## src/rtl/light_pkg.sv

```systemverilog
// Shared definitions for the junction phase scheduler.
//   phase_t      : lamp phase encoding (value 7 is unused and treated as illegal)
//   PHASE_W      : width of the phase encoding
//   T_*_DEF      : default phase durations in 1 Hz ticks
//   CW_DEF       : default width of the remaining-time counter
package light_pkg;

  localparam int PHASE_W = 3;

  typedef enum logic [PHASE_W-1:0] {
    S_JG  = 3'd0,
    S_JY  = 3'd1,
    S_AR1 = 3'd2,
    S_CG  = 3'd3,
    S_CY  = 3'd4,
    S_AR2 = 3'd5,
    S_PW  = 3'd6
  } phase_t;

  localparam int T_JG_DEF     = 30;
  localparam int T_JY_DEF     = 3;
  localparam int T_AR_DEF     = 1;
  localparam int T_CG_DEF     = 20;
  localparam int T_CY_DEF     = 3;
  localparam int T_WALK_DEF   = 10;
  localparam int T_JG_MIN_DEF = 5;
  localparam int CW_DEF       = 8;

endpackage

```

## src/rtl/phase_timer.sv

```systemverilog
// Down counter holding the ticks left in the current phase, minus one.
// Ports:
//   clk      : system clock
//   rst      : synchronous active-low reset, loads RST_VAL
//   load     : load load_val (takes priority over en)
//   load_val : value loaded on load
//   en       : decrement by one (tick strobe)
//   cnt      : current count
//   zero     : cnt is zero (terminal count)
module phase_timer #(
  parameter int             CW      = 8,
  parameter logic [CW-1:0]  RST_VAL = '0
) (
  input  logic          clk,
  input  logic          rst,
  input  logic          load,
  input  logic [CW-1:0] load_val,
  input  logic          en,
  output logic [CW-1:0] cnt,
  output logic          zero
);

  always_ff @(posedge clk) begin
    if (!rst) begin
      cnt <= RST_VAL;
    end else if (load) begin
      cnt <= load_val;
    end else if (en) begin
      cnt <= cnt - 1'b1;
    end
  end

  assign zero = (cnt == '0);

endmodule

```

## src/rtl/light_phase_sched.sv

```systemverilog
// Phase scheduler for a two-road junction (J main, C cross) with a
// pedestrian walk phase that replaces the cross-road green when requested.
// Optional build macro: PED_SHORTEN_EN -- a pending request trims the
// main-road green down to T_JG_MIN ticks.
//
// state | meaning
// S_JG  | main green, cross red
// S_JY  | main yellow, cross red
// S_AR1 | all red before cross road / walk
// S_CG  | cross green, main red
// S_CY  | cross yellow, main red
// S_AR2 | all red before main road
// S_PW  | pedestrian walk, both roads red
//
// Ports:
//   clk    : system clock
//   rst    : synchronous active-low reset
//   tick   : one-clk 1 Hz enable strobe
//   N      : pedestrian push-button request
//   Jg/Jy/Jr, Cg/Cy/Cr : lamp drives per road
//   P      : pedestrian walk lamp
//   pend   : request latched, not yet served
//   phase  : current state encoding
//   remain : ticks left in current phase minus one
module light_phase_sched
  import light_pkg::*;
#(
  parameter int T_JG     = T_JG_DEF,
  parameter int T_JY     = T_JY_DEF,
  parameter int T_AR     = T_AR_DEF,
  parameter int T_CG     = T_CG_DEF,
  parameter int T_CY     = T_CY_DEF,
  parameter int T_WALK   = T_WALK_DEF,
  parameter int T_JG_MIN = T_JG_MIN_DEF,
  parameter int CW       = CW_DEF
) (
  input  logic               clk,
  input  logic               rst,
  input  logic               tick,
  input  logic               N,
  output logic               Jg,
  output logic               Jy,
  output logic               Jr,
  output logic               Cg,
  output logic               Cy,
  output logic               Cr,
  output logic               P,
  output logic               pend,
  output logic [PHASE_W-1:0] phase,
  output logic [CW-1:0]      remain
);

  // A duration of 0 would underflow the counter; it is run as 1 tick.
  function automatic logic [CW-1:0] dur_m1(input int t);
    return (t <= 1) ? '0 : CW'(t - 1);
  endfunction

  localparam logic [CW-1:0] L_JG     = dur_m1(T_JG);
  localparam logic [CW-1:0] L_JY     = dur_m1(T_JY);
  localparam logic [CW-1:0] L_AR     = dur_m1(T_AR);
  localparam logic [CW-1:0] L_CG     = dur_m1(T_CG);
  localparam logic [CW-1:0] L_CY     = dur_m1(T_CY);
  localparam logic [CW-1:0] L_WALK   = dur_m1(T_WALK);
  localparam logic [CW-1:0] L_JG_MIN = dur_m1(T_JG_MIN);

`ifdef PED_SHORTEN_EN
  localparam bit SHORTEN = 1'b1;
`else
  localparam bit SHORTEN = 1'b0;
`endif

  phase_t          state, state_n;
  logic            adv;
  logic            tmr_load;
  logic [CW-1:0]   tmr_val;
  logic            tmr_zero;
  logic            enter_pw;

  assign adv = tick && tmr_zero;

  always_ff @(posedge clk) begin
    if (!rst) begin
      state <= S_JG;
    end else begin
      state <= state_n;
    end
  end

  always_comb begin
    state_n  = state;
    tmr_load = 1'b0;
    tmr_val  = L_JG;
    enter_pw = 1'b0;

    case (state)
      S_JG:    if (adv) state_n = S_JY;
      S_JY:    if (adv) state_n = S_AR1;
      S_AR1:   if (adv) state_n = pend ? S_PW : S_CG;
      S_CG:    if (adv) state_n = S_CY;
      S_CY:    if (adv) state_n = S_AR2;
      S_AR2:   if (adv) state_n = S_JG;
      S_PW:    if (adv) state_n = S_AR2;
      default: state_n = S_AR2;   // illegal code recovers without waiting for a tick
    endcase

    if (state_n != state) begin
      tmr_load = 1'b1;
      enter_pw = (state_n == S_PW);
      case (state_n)
        S_JG:    tmr_val = L_JG;
        S_JY:    tmr_val = L_JY;
        S_AR1:   tmr_val = L_AR;
        S_CG:    tmr_val = L_CG;
        S_CY:    tmr_val = L_CY;
        S_AR2:   tmr_val = L_AR;
        S_PW:    tmr_val = L_WALK;
        default: tmr_val = L_AR;
      endcase
    end else if (SHORTEN && state == S_JG && pend && tick && remain > L_JG_MIN) begin
      // Trim rather than decrement so the walk is reached sooner.
      tmr_load = 1'b1;
      tmr_val  = L_JG_MIN;
    end
  end

  phase_timer #(
    .CW      (CW),
    .RST_VAL (L_JG)
  ) u_timer (
    .clk      (clk),
    .rst      (rst),
    .load     (tmr_load),
    .load_val (tmr_val),
    .en       (tick),
    .cnt      (remain),
    .zero     (tmr_zero)
  );

  // A new press on the entry edge wins, so it is served on the next round.
  always_ff @(posedge clk) begin
    if (!rst) begin
      pend <= 1'b0;
    end else if (N) begin
      pend <= 1'b1;
    end else if (enter_pw) begin
      pend <= 1'b0;
    end
  end

  assign Jg    = (state == S_JG);
  assign Jy    = (state == S_JY);
  assign Jr    = !(Jg || Jy);
  assign Cg    = (state == S_CG);
  assign Cy    = (state == S_CY);
  assign Cr    = !(Cg || Cy);
  assign P     = (state == S_PW);
  assign phase = state;

endmodule

```

## config.mk

```make
export PLATFORM = sky130hd
export DESIGN_NAME = light_phase_sched
export DESIGN_NICKNAME = d
export VERILOG_FILES = /design/src/rtl/light_pkg.sv /design/src/rtl/phase_timer.sv /design/src/rtl/light_phase_sched.sv
export SDC_FILE = /design/constraint.sdc
export NUM_CORES = 1
export LEC_CHECK = 0
export BUFFER_PORTS_ARGS = -buffer_cell sky130_fd_sc_hd__buf_4
export CAP_MARGIN = 20
export CORE_UTILIZATION = 44
export CTS_CLUSTER_SIZE = 10
export DETAILED_ROUTE_END_ITERATION = 10
export PLACE_DENSITY = 0.69
export SETUP_SLACK_MARGIN = 0.05
export SLEW_MARGIN = 20
export SYNTH_ARGS = -nofsm -noshare
export SYNTH_HDL_FRONTEND = slang
export SYNTH_SLANG_ARGS = --single-unit
```

## constraint.sdc

```tcl
create_clock -name clk -period 1.7 [get_ports clk]
set_input_delay 0.17 -clock clk [delete_from_list [all_inputs] [get_ports clk]]
set_output_delay 0.17 -clock clk [all_outputs]
set_load 0.01 [all_outputs]
```

==> results.md, run 1 <==
* Outcome: finished clean
* H-tree Lvls at 1
* Routed wire per std cell at 13.1 um
* Clk buf depth at 2
* Post-synthesis to final-layout area growth at 32.5%
* Clk slew on worst S/H paths at 0.09 ns
* Startpoint types: flip-flop
* Syn Inst Count at 95
* Most frequent standard cell in the layout excluding fill and tap cells: sky130_fd_sc_hd__buf_4
* Cell row count at 14
* Required time at the worst-slack endpoint at 1.91 ns
* Die width at 44.2 um
* Max cap viols at 0
* Antenna fix cells at 0
* Clock buffers created by TritonCTS at 3
* Final TNS setup at 0 ns
* Power density over cell area at 639 nW/um^2
* Proportion of register bits with asynchronous set or reset after synthesis at 0%
* Ranking of synthesized cells by area: sky130_fd_sc_hd__dfxtp_1 31%, sky130_fd_sc_hd__nor2_1 6.2%, sky130_fd_sc_hd__nand2_1 4.8%
* Maximum number of pins on one net before global-route repair at 14
* Net Count, Synth at 101
* Total Die Area at 1950 sq um
* Ratio of final minimum period to clock period at 95.3%
* Headroom to the max-slew limit at 75.9%
* Post-synthesis instance area at 782 sq um
* Pleak at 0.461 nW
* Leading cell types in the layout, fill and taps excluded: 30 x sky130_fd_sc_hd__buf_4, 13 x sky130_fd_sc_hd__nor2_1, 11 x sky130_fd_sc_hd__dfxtp_1
* Final worst path period need at 1.62 ns
* Final setup viols at 0
* Final global-route overflow total at 0
* Wire length of the first global-routing pass at 3.04 mm
* Max IR drop VDD at 438 uV
* I/O pin count at 23
* CTS tree: done
* Crit path buffers/inverters at 1
* Critical setup path kind: flip-flop to flip-flop
* Critical path's largest stage delay at 0.35 ns
* Total wire length at 1.82 mm
* Hold slack final at 0.135 ns
* Initial core utilization at 49.6%
* Detailed-route via count at 768
* Setup repair after global routing missed its margin: yes
* Critical Path Fanout Max at 7
* 1st-pass router iterations at 6
* Top flip-flop cell by instance count after synthesis: sky130_fd_sc_hd__dfxtp_1
* Final number of hold-violating endpoints at 0
* Global routing usage summed across all routing layers at 21.0%
* Post-synthesis register bit count at 12
* Count of warnings emitted by yosys at 0
* Number of antenna violations at the first check in global routing at 0
* EDFF count, synth at 0
* IO Port Bufs at 22
* Number of clock sinks at 12
* Number of nets with antenna violations after routing at 0
* Count of distinct cell types in the synthesized netlist at 32
* Slew at the pin closest to its max-slew limit at 0.360 ns
* Detailed-route DRC error count at 0
* Mean instance size in the synthesized netlist at 8.23 sq um
* CP endpoint kind: flip-flop
* Area share of the largest cell type after synthesis at 30.7%
* Clock latency at the later pin of the worst-skew pair at 0.28 ns
* Number of max-slew violations in the final report at 0
* Final GP Congestion at 0.752
* Ordered list of cells on the worst path: inv_1 -> ha_1 -> nor2b_2 -> and3_4 -> mux2_4 -> o21ai_1
* Max frequency at 617 MHz
* Cts-stage hold buffer count at 0
* Floorplan core area at 1580 sq um
* Via count of the first global-routing pass at 643
* Top cell type by total area after synthesis: sky130_fd_sc_hd__dfxtp_1
* Layout cell share with drive strength beyond 1 at 35.0%
* Critical-path cell with the highest stage delay: sky130_fd_sc_hd__dfxtp_1
* Fraction of the yosys area taken by sequential cells at 30.7%
* Final Skew at 0.00923 ns
* Post-detailed-placement half-perimeter wirelength at 1.33 mm
* Chip height at 44.2 um
* Arrival time of the worst setup path at 1.83 ns
* Classification of the worst-slack hold path: input port to flip-flop
* Clock tree root driver cell: sky130_fd_sc_hd__clkbuf_4
* Routed via count divided by cell count at 5.53
* Number of nets at the end of the flow at 130
* Number of DRC markers after the initial detailed-route iteration at 25
* Cell class contributing the biggest share of worst-path delay: simple AND/OR/NAND/NOR gates
[power by group]
group | internal (mW) | switching, mW
Sequential | 0.292 | 0.0191
Combinational | 0.0557 | 0.0582
Clock | 0.130 | 0.107
[synthesized netlist by cell type, types with 2 or more instances]
cell type / n
sky130_fd_sc_hd__nand2_1: 10
sky130_fd_sc_hd__buf_2: 4
sky130_fd_sc_hd__nor2b_1: 4
sky130_fd_sc_hd__nor3b_1: 2
sky130_fd_sc_hd__mux2i_1: 2
sky130_fd_sc_hd__inv_1: 5
sky130_fd_sc_hd__nor2_1: 13
sky130_fd_sc_hd__o211ai_1: 4
sky130_fd_sc_hd__nand3_1: 4
sky130_fd_sc_hd__xor2_1: 4
sky130_fd_sc_hd__dfxtp_1: 12
sky130_fd_sc_hd__a221oi_1: 2
sky130_fd_sc_hd__a21oi_1: 5
sky130_fd_sc_hd__ha_1: 2
sky130_fd_sc_hd__o21ai_0: 3
sky130_fd_sc_hd__a31oi_1: 3
[layer usage]
| metal | vias up | global-route usage (%) | wire length [um] |
|---|---|---|---|
| met3 | 4 | 6.12 | 92 |
| met4 | 0 | 5.45 | 20 |
| met1 | 357 | 31.3 | 946 |
| met2 | 18 | 29.4 | 756 |
| li1 | 389 | - | - |
| met5 | - | 0 | 0 |
[metrics by stage]
step           std cells  power (mW)  utilization (%)  area (sq um)  setup slack (ns)
2_1_floorplan         95       0.385                -           785            0.0565
3_3_place_gp         132       0.428             61.7           972             0.101
3_5_place_dp         132       0.430             61.7           972            0.0291
4_1_cts              136       0.664             64.2          1010            0.0572
5_1_grt              139       0.694             65.7          1040            0.0336
6_report             139       0.662             65.7          1040            0.0797
[sequential cells by signal, indices dropped and copies added, names as in the netlist]
signal	cells
u_timer.cnt	8
pend	1
phase	3
[worst register-to-register path: stages, from the launching register on]
cell and delay, ns:
sky130_fd_sc_hd__dfxtp_1 0.35, sky130_fd_sc_hd__inv_1 0.11, sky130_fd_sc_hd__ha_1 0.17, sky130_fd_sc_hd__nor2b_2 0.24, sky130_fd_sc_hd__and3_4 0.28, sky130_fd_sc_hd__mux2_4 0.30, sky130_fd_sc_hd__o21ai_1 0.11
[worst paths after layout]
path	startpoint	endpoint	slack, ns	cells past startpoint
max	u_timer.cnt[0]	u_timer.cnt[2]	0.08	6
min	rst	u_timer.cnt[3]	0.13	2
max reg2reg	u_timer.cnt[0]	u_timer.cnt[2]	0.08	6
min reg2reg	phase[0]	phase[0]	0.57	1
[what timing repair did]
action	in CTS	in global routing
gates cloned	0	0
setup buffers	0	3
gates resized for setup	1	1
setup endpoints to repair	1	2
[cells by family after synthesis]
logic type | count (synthesis) | synth area share (%)
flip-flops | 12 | 30.7
adder cells (fa/ha/maj) | 2 | 3.20
AND/OR/NAND/NOR | 42 | 30.4
buffers and inverters | 11 | 6.88
XOR/XNOR | 4 | 4.48
multiplexers | 3 | 4.48
AO/OA/AOI/OAI | 21 | 19.8
[final cells by class]
type,count,area (sq um)
sequential,12,241
multi-input combinational,72,494
tap,16,20.0
inverter,5,18.8
fill,144,541
clock buffer,4,36.3
timing repair buffer,30,225
No activity file was read; power rests on OpenSTA's default activity.
==> inputs of run 2 (changes only) <==
Settings changed: BUFFER_PORTS_ARGS -buffer_cell sky130_fd_sc_hd__buf_4 to -buffer_cell sky130_fd_sc_hd__buf_2.
==> results.md, run 2 (synthesis results as in run 1) <==
* Routed wire per std cell at 13.1 um
* Number of clock sinks at 12
* Critical Path Fanout Max at 8
* Post-synthesis to final-layout area growth at 22.6%
* Detailed-route DRC error count at 1
* Flop2flop setup slack at 0.13 ns
* Floorplan core area at 1580 sq um
* Headroom to the max-slew limit at 74.5%
* End-of-flow core utilization at 60.8%
* Critical-path cell with the highest stage delay: sky130_fd_sc_hd__dfxtp_2
* Total wire length at 1.79 mm
* H-tree Lvls at 1
* Arrival time of the worst setup path at 1.80 ns
* Max IR drop VDD at 336 uV
* Worst-case hold path end point: u_timer.cnt[4]
* I/O pin count at 23
* Detailed-route via count at 776
* Violations in the final reports: design-rule violations
* Final global-route overflow total at 0
* Capturing point of the worst reg2reg path: u_timer.cnt[1]
* Clk slew on worst S/H paths at 0.08 ns
* Classification of the worst-slack hold path: input port to flip-flop
* IO Port Bufs at 22
* Pleak at 0.431 nW
* Worst hold start: rst
* Final TNS setup at 0 ns
* Global routing usage summed across all routing layers at 19.8%
* CP endpoint kind: flip-flop
* Max frequency at 637 MHz
* Max cap viols at 0
* Setup repair after global routing missed its margin: no
* Clock tree root driver cell: sky130_fd_sc_hd__clkbuf_4
* Number of antenna violations at the first check in global routing at 0
* Clk buf depth at 2
* Power density over cell area at 626 nW/um^2
* Clock latency at the later pin of the worst-skew pair at 0.28 ns
* Final Skew at 0.00351 ns
* Via count of the first global-routing pass at 622
* Ordered list of cells on the worst path: inv_1 -> ha_1 -> nor2b_4 -> buf_4 -> nand3_4 -> a2111oi_4 -> o21a_1
* Routed via count divided by cell count at 5.71
* Clock buffers created by TritonCTS at 3
* Initial core utilization at 49.6%
* Layout cell share with drive strength beyond 1 at 34.2%
* Required time at the worst-slack endpoint at 1.93 ns
* Number of nets with antenna violations after routing at 0
* Number of flip-flops in the largest register at 8
* Slew at the pin closest to its max-slew limit at 0.382 ns
* Critical path's largest stage delay at 0.34 ns
* Most flop-heavy register: u_timer.cnt
* Final setup viols at 0
* Critical setup path kind: flip-flop to flip-flop
* Outcome: complete, but fails checks
* CTS tree: done
* Leading cell types in the layout, fill and taps excluded: 22 x sky130_fd_sc_hd__buf_2, 13 x sky130_fd_sc_hd__nor2_1, 10 x sky130_fd_sc_hd__nand2_1, 10 x sky130_fd_sc_hd__dfxtp_1, 6 x sky130_fd_sc_hd__buf_4
* Final GP Congestion at 0.764
* Worst Setup Slack, final at 0.130 ns
* Pwr Total at 600 uW
* Final worst path period need at 1.57 ns
* 1st-pass router iterations at 7
* Chip height at 44.2 um
* Startpoint types: flip-flop
* Reg-to-Reg Start: u_timer.cnt[0]
* Cell row count at 14
* Worst hold path stage count at 2
* Register-to-Register Path Depth at 7
* Total Die Area at 1950 sq um
* Number of DRC markers after the initial detailed-route iteration at 16
* Number of max-slew violations in the final report at 0
* Die width at 44.2 um
* Number of buffers inserted by post-CTS setup repair at 0
* Post-detailed-placement half-perimeter wirelength at 1.25 mm
* Ratio of final minimum period to clock period at 92.3%
* Hold slack final at 0.176 ns
* Final number of hold-violating endpoints at 0
* Most frequent standard cell in the layout excluding fill and tap cells: sky130_fd_sc_hd__buf_2
* Maximum number of pins on one net before global-route repair at 15
* Wire length of the first global-routing pass at 2.82 mm
* Number of nets at the end of the flow at 128
* Antenna fix cells at 0
* Setup Slack @ Placement at 0.0752 ns
[run 2: changes by cell type in the layout (fill, tap and decap cells not counted)]
cell and change:
sky130_fd_sc_hd__nor2b_2 -1, sky130_fd_sc_hd__buf_2 +22, sky130_fd_sc_hd__dfxtp_2 +1, sky130_fd_sc_hd__dfxtp_1 -1, sky130_fd_sc_hd__buf_4 -24, sky130_fd_sc_hd__nor2b_4 +1, sky130_fd_sc_hd__clkbuf_8 -1
[run 2: per-stage QoR]
step,cell area [sq um],std cells
CTS,947,136
finish,958,136
detailed placement,925,133
global route,958,136
floorplan,785,95
global placement,925,133
[run 2: power breakdown]
part | internal [mW] | switching [mW]
clock | 0.0822 | 0.0987
combinational | 0.0509 | 0.0584
sequential | 0.292 | 0.0182
total | 0.425 | 0.175
[run 2: critical path, delay by kind of cell, from the launching register on]
family / cells / cell delay, ns
AO/OA/AOI/OAI: 2 / 0.48
adder cells (fa/ha/maj): 1 / 0.19
buffers and inverters: 2 / 0.23
flip-flops: 1 / 0.34
AND/OR/NAND/NOR: 2 / 0.28
[run 2: layout make-up]
class | count | area [sq um]
well taps | 16 | 20.0
multi-input cells | 72 | 499
flip-flops and latches | 12 | 243
repair buffers | 28 | 155
clock buffers | 3 | 22.5
inverters | 5 | 18.8
fillers | 159 | 618
[run 2: how the worst max path moves through the flow]
stage,depth (start not counted),from,end,slack [ns]
floorplan,7,u_timer.cnt[0],u_timer.cnt[2],0.06
global placement,6,u_timer.cnt[0],u_timer.cnt[2],0.16
detailed placement,6,u_timer.cnt[0],u_timer.cnt[2],0.08
CTS,6,u_timer.cnt[0],u_timer.cnt[2],0.05
global route,7,u_timer.cnt[0],u_timer.cnt[3],0.02
finish,7,u_timer.cnt[0],u_timer.cnt[1],0.13
[run 2: per-layer routing]
metal	routed length [um]	track usage, %
met1	940	29.5
met2	734	25.6
met3	75	4.90
met4	38	10.9
met5	0	0
[run 2: what timing repair did]
item	CTS	global route
setup endpoints to repair	0	5
hold buffers	0	0
hold endpoints to repair	0	0
gates resized for setup	0	4
